--- src/rtl/router_fifo_if.sv ---
// Write/read handshake and status bundle between the router synchronizer,
// the destination port and one router_fifo.
interface router_fifo_if;
  logic       write_enb;
  logic       read_enb;
  logic       lfd_state;
  logic [7:0] data_in;
  logic       full;
  logic       empty;
  logic [7:0] data_out;
  logic       pkt_active;

  modport master (
    output write_enb, read_enb, lfd_state, data_in,
    input  full, empty, data_out, pkt_active
  );

  modport slave (
    input  write_enb, read_enb, lfd_state, data_in,
    output full, empty, data_out, pkt_active
  );
endinterface

--- src/rtl/router_fifo.sv ---
// 16-entry packet FIFO for one router output port. Each entry carries a header
// flag so the read side can track how many bytes of the current packet remain.
module router_fifo #(
  parameter int DEPTH = 16,
  parameter int WIDTH = 9
) (
  input  logic          clock,
  input  logic          resetn,
  input  logic          soft_reset,
  router_fifo_if.slave  bus
);

  localparam int AW = $clog2(DEPTH);
  localparam logic [AW:0] PTR_ONE = {{AW{1'b0}}, 1'b1};

  logic [WIDTH-1:0] mem [DEPTH];

  logic [AW:0] wptr_q, wptr_d;
  logic [AW:0] rptr_q, rptr_d;
  logic [6:0]  cnt_q, cnt_d;
  logic [7:0]  dout_q, dout_d;
  logic        pkt_q, pkt_d;

  logic             full_c;
  logic             empty_c;
  logic             wr_acc;
  logic             rd_acc;
  logic [WIDTH-1:0] rd_entry;

  // Extra wrap bit distinguishes full from empty when the addresses match.
  assign empty_c = (wptr_q == rptr_q);
  assign full_c  = (wptr_q[AW-1:0] == rptr_q[AW-1:0]) && (wptr_q[AW] != rptr_q[AW]);

  assign wr_acc   = bus.write_enb && !full_c && !soft_reset;
  assign rd_acc   = bus.read_enb && !empty_c && !soft_reset;
  assign rd_entry = mem[rptr_q[AW-1:0]];

  always_comb begin
    wptr_d = wptr_q;
    rptr_d = rptr_q;
    cnt_d  = cnt_q;
    dout_d = dout_q;
    if (soft_reset) begin
      wptr_d = '0;
      rptr_d = '0;
      cnt_d  = '0;
      dout_d = 8'h00;
    end else begin
      if (wr_acc) wptr_d = wptr_q + PTR_ONE;
      if (rd_acc) begin
        rptr_d = rptr_q + PTR_ONE;
        dout_d = rd_entry[7:0];
        // A header always reloads, even if the previous packet was cut short.
        if (rd_entry[8])           cnt_d = {1'b0, rd_entry[7:2]} + 7'd1;
        else if (cnt_q != 7'd0)    cnt_d = cnt_q - 7'd1;
      end else if (cnt_q == 7'd0) begin
        dout_d = 8'h00;
      end
    end
    pkt_d = (cnt_d != 7'd0);
  end

  always_ff @(posedge clock or negedge resetn) begin
    if (!resetn) begin
      wptr_q <= '0;
      rptr_q <= '0;
      cnt_q  <= '0;
      dout_q <= 8'h00;
      pkt_q  <= 1'b0;
    end else begin
      wptr_q <= wptr_d;
      rptr_q <= rptr_d;
      cnt_q  <= cnt_d;
      dout_q <= dout_d;
      pkt_q  <= pkt_d;
    end
  end

  // Storage is never reset; only the pointers define what is valid.
  always_ff @(posedge clock) begin
    if (wr_acc) mem[wptr_q[AW-1:0]] <= {bus.lfd_state, bus.data_in};
  end

  assign bus.full       = full_c;
  assign bus.empty      = empty_c;
  assign bus.data_out   = dout_q;
  assign bus.pkt_active = pkt_q;

endmodule

--- src/flat_wrapper.sv ---
// flat-port wrapper written by rule: the top's interface ports become plain ports
module router_fifo_flat 
#(
  parameter int DEPTH = 16,
  parameter int WIDTH = 9
)
  (clock, resetn, soft_reset, bus_write_enb, bus_read_enb, bus_lfd_state, bus_data_in, bus_full, bus_empty, bus_data_out, bus_pkt_active);
  router_fifo_if bus_i ();
  input  logic clock;
  input  logic resetn;
  input  logic soft_reset;
  input wire logic [$bits(bus_i.write_enb)-1:0] bus_write_enb;
  input wire logic [$bits(bus_i.read_enb)-1:0] bus_read_enb;
  input wire logic [$bits(bus_i.lfd_state)-1:0] bus_lfd_state;
  input wire logic [$bits(bus_i.data_in)-1:0] bus_data_in;
  output wire logic [$bits(bus_i.full)-1:0] bus_full;
  output wire logic [$bits(bus_i.empty)-1:0] bus_empty;
  output wire logic [$bits(bus_i.data_out)-1:0] bus_data_out;
  output wire logic [$bits(bus_i.pkt_active)-1:0] bus_pkt_active;
  assign bus_i.write_enb = bus_write_enb;
  assign bus_i.read_enb = bus_read_enb;
  assign bus_i.lfd_state = bus_lfd_state;
  assign bus_i.data_in = bus_data_in;
  assign bus_full = bus_i.full;
  assign bus_empty = bus_i.empty;
  assign bus_data_out = bus_i.data_out;
  assign bus_pkt_active = bus_i.pkt_active;
  router_fifo #(.DEPTH(DEPTH), .WIDTH(WIDTH)) u_core (.clock(clock), .resetn(resetn), .soft_reset(soft_reset), .bus(bus_i));
endmodule
--- config.mk ---
export PLATFORM = sky130hd
export DESIGN_NAME = router_fifo_flat
export DESIGN_NICKNAME = d
export VERILOG_FILES = /design/src/rtl/router_fifo_if.sv /design/src/rtl/router_fifo.sv /design/src/flat_wrapper.sv
export SDC_FILE = /design/constraint.sdc
export NUM_CORES = 1
export LEC_CHECK = 0
export ABC_CLOCK_PERIOD_IN_PS = 3500
export CAP_MARGIN = 20
export CORE_MARGIN = 2
export CORE_UTILIZATION = 25
export CTS_CLUSTER_DIAMETER = 60
export CTS_CLUSTER_SIZE = 10
export DETAILED_ROUTE_END_ITERATION = 8
export HOLD_SLACK_MARGIN = 0.15
export PLACE_DENSITY_LB_ADDON = 0.3
export SYNTH_ARGS = -nofsm -noshare
export SYNTH_HDL_FRONTEND = slang
export SYNTH_SLANG_ARGS = --single-unit
--- constraint.sdc ---
create_clock -name clock -period 3.5 [get_ports clock]
set_input_delay 0.875 -clock clock [delete_from_list [all_inputs] [get_ports clock]]
set_output_delay 0.875 -clock clock [all_outputs]
set_load 0.05 [all_outputs]
**Yosys cells after proc, flatten, opt, wreduce, memory -nomap -nowiden**

Memory sizes are Yosys's and may differ from the RTL's.
Index checks and enable logic that the tools add are counted.

- Bits in registers: 26
- Latch bits: 0
- RAM bits: 144
- Memory bits (read-only): 0
- Input port bits: 14
- Output and inout port bits: 11
- Logic and storage cells: 40
- Memories kept: 1

- $add $sub $neg: 4
- Multipliers: 0
- Div/mod/pow operators: 0
- $lt $le $gt $ge: 0
- Equality and inequality tests: 3
- Shift-type cells: 0
- Mux-type cells: 13
- Bitwise operators: 0
- Reduce and logical (&&, ||, !) cells: 14

Memory list:

| name | words | bits a word | read ports | clocked after memory_dff | write ports | line | RTL |
|---|---|---|---|---|---|---|---|
| u_core.mem | 16 | 9 | 1 | 0 | 1 | router_fifo.sv:16 | `logic [WIDTH-1:0] mem [DEPTH];` |

Operator list:

| cell | number |
|---|---|
| $mux 7 | 4 |
| $mux 8 | 3 |
| $mux 5 | 4 |
| $reduce_bool 7->1 | 2 |
| $add 5x1->5 const B | 2 |
| $add 6x1->7 const B | 1 |
| $logic_not 7->1 | 1 |
| $sub 7x1->7 const B | 1 |
| $eq 5x5->1 | 1 |
| $logic_and 1x1->1 | 5 |
| $eq 4x4->1 | 1 |
| $reduce_bool 2->1 | 2 |
| $logic_not 1->1 | 3 |
| $reduce_bool 3->1 | 1 |
| $mux 1 | 2 |
| $ne 1x1->1 | 1 |

**Logic depth before layout (Yosys ltp)**

Gate-level depths: netlist of run 1.

- Word-level depth: 7
- Gate-level depth with buffers: 13
- Depth with buffers taken out: 9

**Worst setup path after synthesis of run 1**

No wires, ideal clock.

- Path kind: register -> register
- From: register u_core.rptr_q[0]
- To: register u_core.pkt_q (netlist: u_core.bus.pkt_active)
- Data arrival time: 2.997 ns
- Setup slack: 0.364 ns
- Cell stages (with the launch flop): 14
- Path through: dfrtp_1 > buf_6 > buf_12 > buf_12 > buf_6 > mux2i_1 > a221oi_1 > o21ai_0 > a21oi_1 > ha_1 > and3_4 > xnor2_1 > a2111oi_2 > or4b_1

- Cells in the longest elaborated chain, start to end: 7

Ends and longest elaborated chain:

| element | line | RTL |
|---|---|---|
| from (decl) | router_fifo.sv:19 | `logic [AW:0] rptr_q, rptr_d;` |
| from (signal assigned) | router_fifo.sv:72 | `rptr_q <= rptr_d;` |
| parallel branches: the longest is 4 deep, another holds $mem_v2 16x9 | - |  |
| $mux 7 * | router_fifo.sv:50 | `if (rd_acc) begin` |
| $mux 7 * | router_fifo.sv:43 | `if (soft_reset) begin` |
| $reduce_bool 7->1 * | router_fifo.sv:60 | `pkt_d = (cnt_d != 7'd0);` |
| net u_core.pkt_d | router_fifo.sv:22 | `logic pkt_q, pkt_d;` |
| to (signal assigned) | router_fifo.sv:75 | `pkt_q <= pkt_d;` |
| to (decl) | router_fifo.sv:22 |  |

Mark *: on every way through the listed nets, which the timed path passes.
A chain may end at the register's enable or synchronous reset.

**Final worst setup path of run 1**

- From: register u_core.rptr_q[1]
- To: register u_core.pkt_q (netlist: u_core.bus.pkt_active)

Same word-level chain as after synthesis.

==> metrics.md, run 1 <==
| Metric | Value |
|---|---|
| Status | finished clean |
| WP data arrival | approximately 3.5 ns |
| Ys Warns | 0 |
| IO Port Bufs | 24 |
| Hold path cells | 2 |
| Die Y | about 170 µm |
| Min-Delay Path Class | reg -> reg |
| Syn Area/Cell | around 16 µm² |
| Cell Area, Synth | ~7200 µm² |
| Most frequent cell after synthesis | edfxtp_1 |
| Tmin final | 3.216 ns |
| Largest net degree at the start of global routing | 29 |
| Area of the multi-input gates | ~2000 µm² |
| CTS Root Cell | clkbuf_16 |
| Vias in the first global route | about 4,100 |
| Fill cells | ~2,800 |
| RSZ-0062 raised after global routing | false |
| Initial antenna violation count | 0 |
| Layout cell share with drive strength beyond 1 | 0.2130 |
| Worst hold endpoint | u_core.bus.data_out[5] |
| All-Layer GR Usage | 0.1144 |
| Fin. Hold Viols | 0 |
| Core area | 28,550 µm² |
| Global route overflow | 0 |
| Vias/cell | roughly 4.5 |
| Post-synth top area share | 0.6007 |
| CTS clk-pin slew, worst paths | ~0.070 ns |
| Buffers plus inverters on the worst setup path | 1 |
| Slowest-stage cell, CP | or4b_1 |
| CTS tree | yes |
| Clock Skew | between 0.01 and 0.015 ns |
| Critical path class | reg -> reg |
| Max Root-Sink Buffers | 2 |
| Setup total negative slack | 0 ns |
| Top cells by area, synth | edfxtp_1 60%, dfrtp_1 9.0%, mux4_2 8.1% |
| Synthesized flop and latch total | 170 |
| Detail Placement HPWL | between 10,000 and 15,000 µm |
| Worst r2r src | u_core.rptr_q[1] |
| ANT cells | 0 |
| Die width | around 170 µm |
| GP Congestion | slightly below 0.8 |
| Worst path required time | 3.79 ns |
| Async set-reset flop share out of synthesis | 0.1529 |
| Vias post-DR | ~4,000 |
| Drt total wl | ~17,000 µm |
| Global-route wire length before repair | roughly 25,000 µm |
| WL/cell | approximately 19 µm |
| Full die area | a little over 30,000 µm² |
| Clock latency on the worst-skew pair | roughly 0.43 ns |
| Iter 0 DRT Violations | 321 |
| Synth Instances | 439 |
| FP Rows | between 60 and 70 |
| Area grow syn2layout | 20.25% |
| Synthesized net count | 461 |
| # clock sinks | 170 |
| Reg2reg setup slack | roughly 0.28 ns |
| PwrDens | between 500 and 600 nW/µm² |
| Crit path max-delay family | compound AO/OA/AOI/OAI gates |
| Fin. max-slew vios | 0 |
| Final setup fails | 0 |
| TritonCTS buffer count | 17 |
| Synth top cells by count | 144 x edfxtp_1, 36 x nor2_1, 26 x dfrtp_1, 26 x mux4_2, 23 x nand2_1 |
| Main synth FF type | edfxtp_1 |
| Synth unique cells | slightly below 50 |
| Post-DRT Antenna Nets | 0 |
| Worst Tran Pin Value | between 0.6 and 0.7 ns |
| Critical path startpoint category | flop |
| Post-synth EDFFs | between 100 and 150 |
| Relative slew slack | 0.5886 |
| Worst path cell trace | buf_12, mux2i_2, a22oi_1, a211oi_1, nor2_1, ha_1, and3_4, xnor2_1, a2111oi_2, or4b_1 |
| Fin nets | about 520 |
| DRC | 0 |
| Peak Freq | between 300 and 400 MHz |
| First-pass detailed-route iteration total | 5 |
| Critical Path Fanout Max | 28 |
| Element type at the critical path end | flop |
| Top Ports | 25 |
| Final design utilization | 0.3032 |
| H-tree depth | 4 |
| Biggest cell delay along the critical path | around 0.46 ns |
| Hold path start | u_core.bus.data_out[5] |
| Final worst path period share | 0.9188 |
| Peak supply drop | around 0.37 mV |
| Initial Utilization | 0.2521 |
| Post-synth top area cell | edfxtp_1 |
| LEAKAGE | about 2.9 nW |
| R2r endpoint | u_core.bus.pkt_active |
| Register area share after synthesis | 0.6911 |
| Max-cap violations | 0 |
| Reg2Reg Depth | 10 |
| Register area | between 4000 and 5000 µm² |
[cells by family after synthesis]
family,share of synthesized area
simple gates,0.06849
compound gates,0.05354
fa+ha+maj,0.01391
buf+inv,0.02625
xor+xnor,0.02069
mux,0.1260
flops,0.6911
[where the power goes]
part           leakage (nW)  internal, mW  switching (mW)
Sequential             1.65          2.25          0.0446
Combinational         0.939         0.434           0.581
Clock                 0.261         0.978           0.770
[final cells by class]
class                   instances  area share
multi-input cells             235      0.2361
repair buffers                 62     0.06591
clock inverters                13     0.01402
flip-flops and latches        170      0.5749
clock buffers                  17     0.04915
inverters                      10    0.004481
well taps                     384     0.05551
[how the worst max path moves through the flow]
stage / slack, ns / startpoint / to / cells after the start
after floorplan: 0.36 / u_core.rptr_q[0] / u_core.bus.pkt_active / 13
after global placement: 0.32 / u_core.rptr_q[1] / u_core.bus.pkt_active / 10
after detailed placement: 0.25 / u_core.rptr_q[1] / u_core.bus.pkt_active / 10
after CTS: 0.22 / u_core.rptr_q[1] / u_core.bus.pkt_active / 10
after global routing: 0.004 / u_core.rptr_q[0] / u_core.bus.pkt_active / 10
final: 0.28 / u_core.rptr_q[1] / u_core.bus.pkt_active / 10
[worst register-to-register path, cell delays in order, from the launching register on]
cell,delay [ns]
dfrtp_1,0.42
buf_12,0.23
mux2i_2,0.34
a22oi_1,0.15
a211oi_1,0.38
nor2_1,0.17
ha_1,0.24
and3_4,0.16
xnor2_1,0.16
a2111oi_2,0.36
or4b_1,0.46
[sequential cells by signal, indices dropped and copies added (netlist names)]
name / flops
u_core.bus.data_out: 8
u_core.bus.pkt_active: 1
u_core.cnt_q: 7
u_core.mem: 144
u_core.rptr_q: 5
u_core.wptr_q: 5
[timing repair]
| action | in CTS | in global routing |
|---|---|---|
| hold endpoints to repair | 0 | 0 |
| endpoints found under the setup margin | 0 | 1 |
| buffers inserted | 0 | 0 |
| hold buffers | 0 | 0 |
| gates resized for setup | 0 | 2 |
[per-layer routing]
metal | share of wire | up-vias | global-route usage
met1 | 0.45 | 2054 | 0.1503
met3 | 0.059 | 8 | 0.03158
met2 | 0.48 | 92 | 0.1858
li1 | - | 1816 | -
met5 | 0 | - | 0
met4 | 0.0056 | 0 | 0.03326
[layout by cell type (no fill, tap or decap), types with 4 or more instances in the layout]
| master | netlist | layout |
|---|---|---|
| edfxtp_1 | 144 | 144 |
| nor2_1 | 36 | 36 |
| buf_4 | 1 | 36 |
| mux4_2 | 26 | 26 |
| dfrtp_1 | 26 | 25 |
| nand2_1 | 23 | 23 |
| clkdlybuf4s50_1 | 0 | 22 |
| mux2i_1 | 19 | 18 |
| clkbuf_16 | 0 | 17 |
| a21oi_1 | 16 | 16 |
| nand3_1 | 13 | 13 |
| nor3_1 | 10 | 10 |
| inv_1 | 9 | 9 |
| xnor2_1 | 9 | 9 |
| xor2_1 | 8 | 8 |
| ha_1 | 8 | 8 |
| o21ai_0 | 7 | 7 |
| a22oi_1 | 7 | 6 |
| nand4_1 | 5 | 5 |
| nor2b_1 | 5 | 5 |
| nand2b_1 | 5 | 5 |
| mux4_1 | 5 | 5 |
| buf_12 | 2 | 4 |
[metrics by stage]
| stage | instance area, µm² | total power [mW] | setup slack, ns | instances | hold slack (ns) |
|---|---|---|---|---|---|
| after global placement | 8100 | 3.342 | 0.3153 | 861 | 0.5289 |
| after detailed placement | 8100 | 3.361 | 0.2458 | 861 | 0.5345 |
| final | 8656 | 5.061 | 0.2841 | 891 | 0.5373 |
| after global routing | 8656 | 5.283 | 0.004491 | 891 | 0.5569 |
| after floorplan | 7198 | 3.049 | 0.3641 | 439 | 0.5238 |
| after CTS | 8647 | 5.106 | 0.2232 | 891 | 0.5432 |
No activity file was read; power rests on OpenSTA's default activity.
==> inputs of run 2 (changes only) <==
--- a/config.mk
+++ b/config.mk
@@ -8,7 +8,7 @@
 export ABC_CLOCK_PERIOD_IN_PS = 3500
 export CAP_MARGIN = 20
 export CORE_MARGIN = 2
-export CORE_UTILIZATION = 25
+export CORE_UTILIZATION = 37
 export CTS_CLUSTER_DIAMETER = 60
 export CTS_CLUSTER_SIZE = 10
 export DETAILED_ROUTE_END_ITERATION = 8
==> run 2 against run 1 <==
Register-to-register slack got worse by 0.06 ns. Count of clock-buffer cells in the layout is the same. Non-clock buffer count shrank 5. Sequential power barely moved. Maximum frequency fell by 1.7%. Hold slack better by 0.00093 ns. Global-route usage rose by 3.4 points. Critical path type unchanged. Largest power group unchanged. Highest routed layer unchanged.
==> metrics.md, run 2 (synthesized netlist as in run 1, its figures left out) <==
| Metric | Value |
|---|---|
| Hold path start | u_core.bus.data_out[5] |
| WP data arrival | roughly 3.6 ns |
| All-Layer GR Usage | 0.1489 |
| Tmin final | between 3 and 4 ns |
| ANT cells | 0 |
| Largest net degree at the start of global routing | 27 |
| Peak Freq | between 300 and 400 MHz |
| Reg2reg setup slack | ~0.23 ns |
| CTS hold repair buffers | 0 |
| Final worst path period share | 0.9351 |
| WL met1 | ~6300 µm |
| Fill cells | 1,688 |
| Relative slew slack | 0.6128 |
| Detail Placement HPWL | roughly 10,000 µm |
| Global route overflow | 0 |
| Full die area | a little over 20,000 µm² |
| Worst path required time | roughly 3.8 ns |
| DRC | 0 |
| PwrDens | between 500 and 600 nW/µm² |
| IO Port Bufs | 24 |
| PnR worst setup slack | around 0.23 ns |
| Post-CTS Setup Inserts | 0 |
| Initial antenna violation count | 0 |
| H-tree depth | 4 |
| Clock Skew | between 0.01 and 0.015 ns |
| CTS tree | yes |
| Most common cell after layout, fill and taps aside | edfxtp_1 |
| Critical path startpoint category | flop |
| Peak supply drop | around 0.36 mV |
| Core area | 19,270 µm² |
| RSZ-0062 raised after global routing | false |
| Final design utilization | 0.4405 |
| # clock sinks | 170 |
| Fin. Hold Viols | 0 |
| Worst path cell trace | buf_12, mux4_2, mux4_2, nor2_1, nor2_1, nor2_1, a211oi_1, a2111oi_2, or4b_1 |
| Fin. max-slew vios | 0 |
| Slowest-stage cell, CP | dfrtp_4 |
| Crit path to | u_core.bus.pkt_active |
| R2r endpoint | u_core.bus.pkt_active |
| Die Y | about 140 µm |
| Post-DRT Antenna Nets | 0 |
| Die width | 143.5 µm |
| Critical Path Fanout Max | 20 |
| Max FFs per register | approximately 140 |
| Setup crit start | u_core.rptr_q[0] |
| Initial Utilization | 0.3735 |
| Worst r2r src | u_core.rptr_q[0] |
| Area grow syn2layout | 17.94% |
| Fin nets | between 500 and 600 |
| Critical path class | reg -> reg |
| Global-route wire length before repair | ~23,000 µm |
| LEAKAGE | 2.835 nW |
| Min-Delay Path Class | reg -> reg |
| Cell mode on critical path | nor2_1 |
| Top Ports | 25 |
| Highest Signal Layer | met4 |
| Layout cell share with drive strength beyond 1 | 0.2044 |
| Drt total wl | between 10,000 and 15,000 µm |
| Most frequent cells in the layout | 144 x edfxtp_1, 36 x nor2_1, 31 x buf_4, 26 x mux4_2, 24 x dfrtp_1 |
| Max-cap violations | 0 |
| Final setup fails | 0 |
| TritonCTS buffer count | 17 |
| Status | finished clean |
| Vias post-DR | around 4,000 |
| Max Root-Sink Buffers | 2 |
| Clock latency on the worst-skew pair | roughly 0.42 ns |
| GP Congestion | between 0.8 and 0.9 |
| Post-Place Setup Slack | roughly 0.13 ns |
| WL/cell | approximately 18 µm |
| Post-CTS Resized | 0 |
| Element type at the critical path end | flop |
| FP Rows | 51 |
| First-pass detailed-route iteration total | 4 |
| Reg2Reg Depth | 9 |
| Vias/cell | between 5 and 6 |
| Worst Tran Pin Value | between 0.5 and 0.6 ns |
| Met2 Wirelength | around 7000 µm |
| Biggest cell delay along the critical path | about 0.60 ns |
| CTS clk-pin slew, worst paths | 0.06 ns |
| CTS Root Cell | clkbuf_16 |
| Wire length on met3 | between 600 and 700 µm |
| Vias in the first global route | roughly 4,000 |
| Iter 0 DRT Violations | 289 |
| Setup total negative slack | 0 ns |
[run 2: worst min path at each step]
stage | endpoint | slack (ns) | cells after the start
final | u_core.bus.data_out[5] | 0.54 | 2
after global routing | u_core.bus.data_out[7] | 0.56 | 2
after CTS | u_core.bus.data_out[5] | 0.54 | 2
after detailed placement | u_core.bus.data_out[5] | 0.53 | 2
after global placement | u_core.bus.data_out[5] | 0.52 | 2
after floorplan | u_core.rptr_q[4] | 0.52 | 2
[run 2: power breakdown]
part / switching, mW / internal, mW
sequential: 0.0639 / 2.26
combinational: 0.536 / 0.417
clock: 0.753 / 1.05
total: 1.35 / 3.72
[run 2: worst max-delay path, delay by kind of cell (launching register included)]
kind,cells,cell delay [ns]
muxes,2,1.10
and+or+nand+nor,4,0.82
DFF,1,0.60
AOI/OAI and AO/OA,2,0.38
buffers and inverters,1,0.23
[run 2: metrics by stage]
stage | cell area (µm²) | std cells | total power, mW | hold slack (ns)
3_5_place_dp | 7901 | 737 | 3.314 | 0.5326
4_1_cts | 8474 | 769 | 5.110 | 0.5417
6_report | 8489 | 769 | 5.075 | 0.5382
2_1_floorplan | 7198 | 439 | 3.049 | 0.5238
5_1_grt | 8489 | 769 | 5.308 | 0.5620
3_3_place_gp | 7901 | 737 | 3.301 | 0.5249
[run 2: final cells by class]
class | instances | area, µm² | area share
flip-flops and latches | 170 | 4980 | 0.5866
clock buffers | 17 | 425.4 | 0.05011
repair buffers | 57 | 524.3 | 0.06175
well taps | 265 | 331.6 | 0.03906
inverters | 10 | 38.79 | 0.004569
multi-input cells | 235 | 2042 | 0.2405
clock inverters | 15 | 147.6 | 0.01739
[run 2: metal layers]
metal,vias to the layer above,global-route usage
met1,1999,0.1984
met5,-,0
met4,0,0.04644
met3,14,0.03299
met2,86,0.2449
li1,1806,-
==> inputs of run 3 (changes only) <==
--- a/config.mk
+++ b/config.mk
@@ -7,11 +7,12 @@
 export LEC_CHECK = 0
 export ABC_CLOCK_PERIOD_IN_PS = 3500
 export CAP_MARGIN = 20
-export CORE_MARGIN = 2
+export CORE_MARGIN = 8
 export CORE_UTILIZATION = 37
 export CTS_CLUSTER_DIAMETER = 60
 export CTS_CLUSTER_SIZE = 10
 export DETAILED_ROUTE_END_ITERATION = 8
+export GPL_ROUTABILITY_DRIVEN = 0
 export HOLD_SLACK_MARGIN = 0.15
 export PLACE_DENSITY_LB_ADDON = 0.3
 export SYNTH_ARGS = -nofsm -noshare
==> run 3 against run 2 <==
Maximum frequency up 2.2%. Setup slack better by 0.072 ns. Sequential power about the same. Design area up 1.4%. Wire length up 3.6%. Die area up 17%. Cell count up 1.4%. Count of clock-buffer cells in the layout up 1. Critical path depth unchanged. Sequential cell count unchanged. Global-route usage down 2.0 points. Critical endpoint unchanged. Largest power group unchanged. Highest routed layer unchanged.
==> metrics.md, run 3 (synthesized netlist as in run 1, its figures left out) <==
| Metric | Value |
|---|---|
| Status | finished clean |
| Global route overflow | 0 |
| Die width | roughly 160 µm |
| Full die area | 24,170 µm² |
| CTS Root Cell | clkbuf_16 |
| Core area | 19,270 µm² |
| Top Ports | 25 |
| Post-Place Cells | around 740 |
| Wire length on met3 | 730 µm |
| WP data arrival | approximately 3.5 ns |
| Max-cap violations | 0 |
| NetSw | between 1 and 1.5 mW |
| Initial antenna violation count | 0 |
| Critical path class | reg -> reg |
| Layout cell share with drive strength beyond 1 | 0.2252 |
| Setup crit start | u_core.rptr_q[0] |
| DRC | 0 |
| Final setup fails | 0 |
| Final Non-Filler Cells | 780 |
| RSZ-0062 raised after global routing | false |
| Detail Placement HPWL | between 10,000 and 15,000 µm |
| H-tree depth | 4 |
| Setup total negative slack | 0 ns |
| WL/cell | approximately 19 µm |
| Max FFs per register | between 100 and 150 |
| Reg2Reg Depth | 9 |
| Final instance area | around 8600 µm² |
| WHS | 0.5336 ns |
| Clock latency on the worst-skew pair | between 0.4 and 0.5 ns |
| First-pass detailed-route iteration total | 4 |
| Max Root-Sink Buffers | 2 |
| Met2 Wirelength | 7050 µm |
| ANT cells | 0 |
| # clock sinks | 170 |
| Worst r2r src | u_core.rptr_q[0] |
| Final worst path period share | 0.9146 |
| Global-route wire length before repair | 23,510 µm |
| Clock network power share | 0.368 |
| CTS hold repair buffers | 0 |
| Peak Freq | roughly 310 MHz |
| Most common cell after layout, fill and taps aside | edfxtp_1 |
| Most frequent cells in the layout | 144 x edfxtp_1, 42 x buf_4, 36 x nor2_1, 26 x mux4_2, 24 x dfrtp_1 |
| Clock Skew | between 0.01 and 0.015 ns |
| Worst path required time | between 3 and 4 ns |
| Vias/cell | between 4 and 5 |
| Worst Tran Pin Value | 0.8865 ns |
| Critical path startpoint category | flop |
| Vias post-DR | between 3,000 and 4,000 |
| Post-DRT Antenna Nets | 0 |
| Crit path to | u_core.bus.pkt_active |
| Initial Utilization | 0.3735 |
| Relative slew slack | 0.4071 |
| PnR worst setup slack | approximately 0.30 ns |
| Post-Place Setup Slack | roughly 0.057 ns |
| Pint | roughly 3.8 mW |
| Sw Share | 0.2687 |
| CTS clk-pin slew, worst paths | around 0.07 ns |
| R2r endpoint | u_core.bus.pkt_active |
| Fin. max-slew vios | 0 |
| Highest Signal Layer | met4 |
| Sequential power share | 0.440 |
| FP Rows | around 50 |
| IO Port Bufs | 24 |
| Drt total wl | 14,590 µm |
| Peak supply drop | 0.3094 mV |
| WL met1 | approximately 6700 µm |
| Area grow syn2layout | 19.57% |
| Min-Delay Path Class | reg -> reg |
| Fin nets | approximately 520 |
| Hold path start | u_core.bus.data_out[4] |
| Reg2reg setup slack | ~0.3 ns |
| Largest net degree at the start of global routing | 19 |
| Vias in the first global route | 4,072 |
| Element type at the critical path end | flop |
| CTS tree | yes |
| Iter 0 DRT Violations | ~280 |
| Tmin final | approximately 3.2 ns |
| LEAKAGE | around 2.9 nW |
| Critical Path Fanout Max | 9 |
| Comb power frac | 0.192 |
| PwrDens | ~610 nW/µm² |
| Fin. Hold Viols | 0 |
| TritonCTS buffer count | 17 |
| Area after DPL | 7946 µm² |
| All-Layer GR Usage | 0.1285 |
| Die Y | between 150 and 200 µm |
run 3: changes by cell type in the layout (fill, tap and decap cells not counted), sizes merged:
cell,before,now
buf,35,46
bufinv,2,3
clkinvlp,2,0
inv,13,16
clkbuf,17,18
clkinv,8,5
run 3: power by group through the flow:
stage | Combinational (mW) | Sequential, mW | Clock [mW]
6_report | 1.01 | 2.31 | 1.93
5_1_grt | 1.10 | 2.31 | 2.05
4_1_cts | 0.968 | 2.32 | 1.97
3_5_place_dp | 0.964 | 2.37 | 0
3_3_place_gp | 0.951 | 2.36 | 0
2_1_floorplan | 0.664 | 2.39 | 0
run 3: cell type report:
| cell class | count | area (µm²) |
|---|---|---|
| Fill cell | 1723 | 10660 |
| Sequential cell | 170 | 4980 |
| Multi-Input combinational cell | 235 | 2039 |
| Timing Repair Buffer | 68 | 606.8 |
| Clock buffer | 18 | 429.2 |
| Tap cell | 265 | 331.6 |
| Clock inverter | 14 | 181.4 |
| Inverter | 10 | 38.79 |
run 3: worst min path at each step:
| stage | endpoint | slack, ns | cells past startpoint |
|---|---|---|---|
| detailed placement | u_core.bus.data_out[2] | 0.53 | 2 |
| global placement | u_core.bus.data_out[6] | 0.53 | 2 |
| global route | u_core.bus.data_out[3] | 0.58 | 2 |
| floorplan | u_core.rptr_q[4] | 0.52 | 2 |
| CTS | u_core.bus.data_out[2] | 0.54 | 2 |
| finish | u_core.bus.data_out[4] | 0.53 | 2 |
run 3: critical path: stages, from the launching register on:
cell,delay [ns]
dfrtp_4,0.49
buf_4,0.22
mux4_2,0.54
mux4_2,0.62
nor2_1,0.17
nor2_1,0.06
nor2_1,0.12
a211oi_1,0.08
a2111oi_2,0.27
or4b_1,0.48
run 3: metrics by stage:
step                power, mW  utilization
floorplan               3.049            -
global placement        3.313       0.4123
detailed placement      3.329       0.4123
CTS                     5.261       0.4440
global route            5.460       0.4466
finish                  5.245       0.4466
run 3: timing repair:
item | 4_1_cts | 5_1_grt
resized for setup | 0 | 4
setup endpoints to repair | 0 | 1
buffers inserted | 0 | 5
run 3: per-layer routing:
| metal | up-vias | track usage |
|---|---|---|
| li1 | 1831 | - |
| met1 | 1974 | 0.1707 |
| met2 | 76 | 0.2040 |
| met3 | 8 | 0.02996 |
| met4 | 0 | 0.04298 |
| met5 | - | 0 |
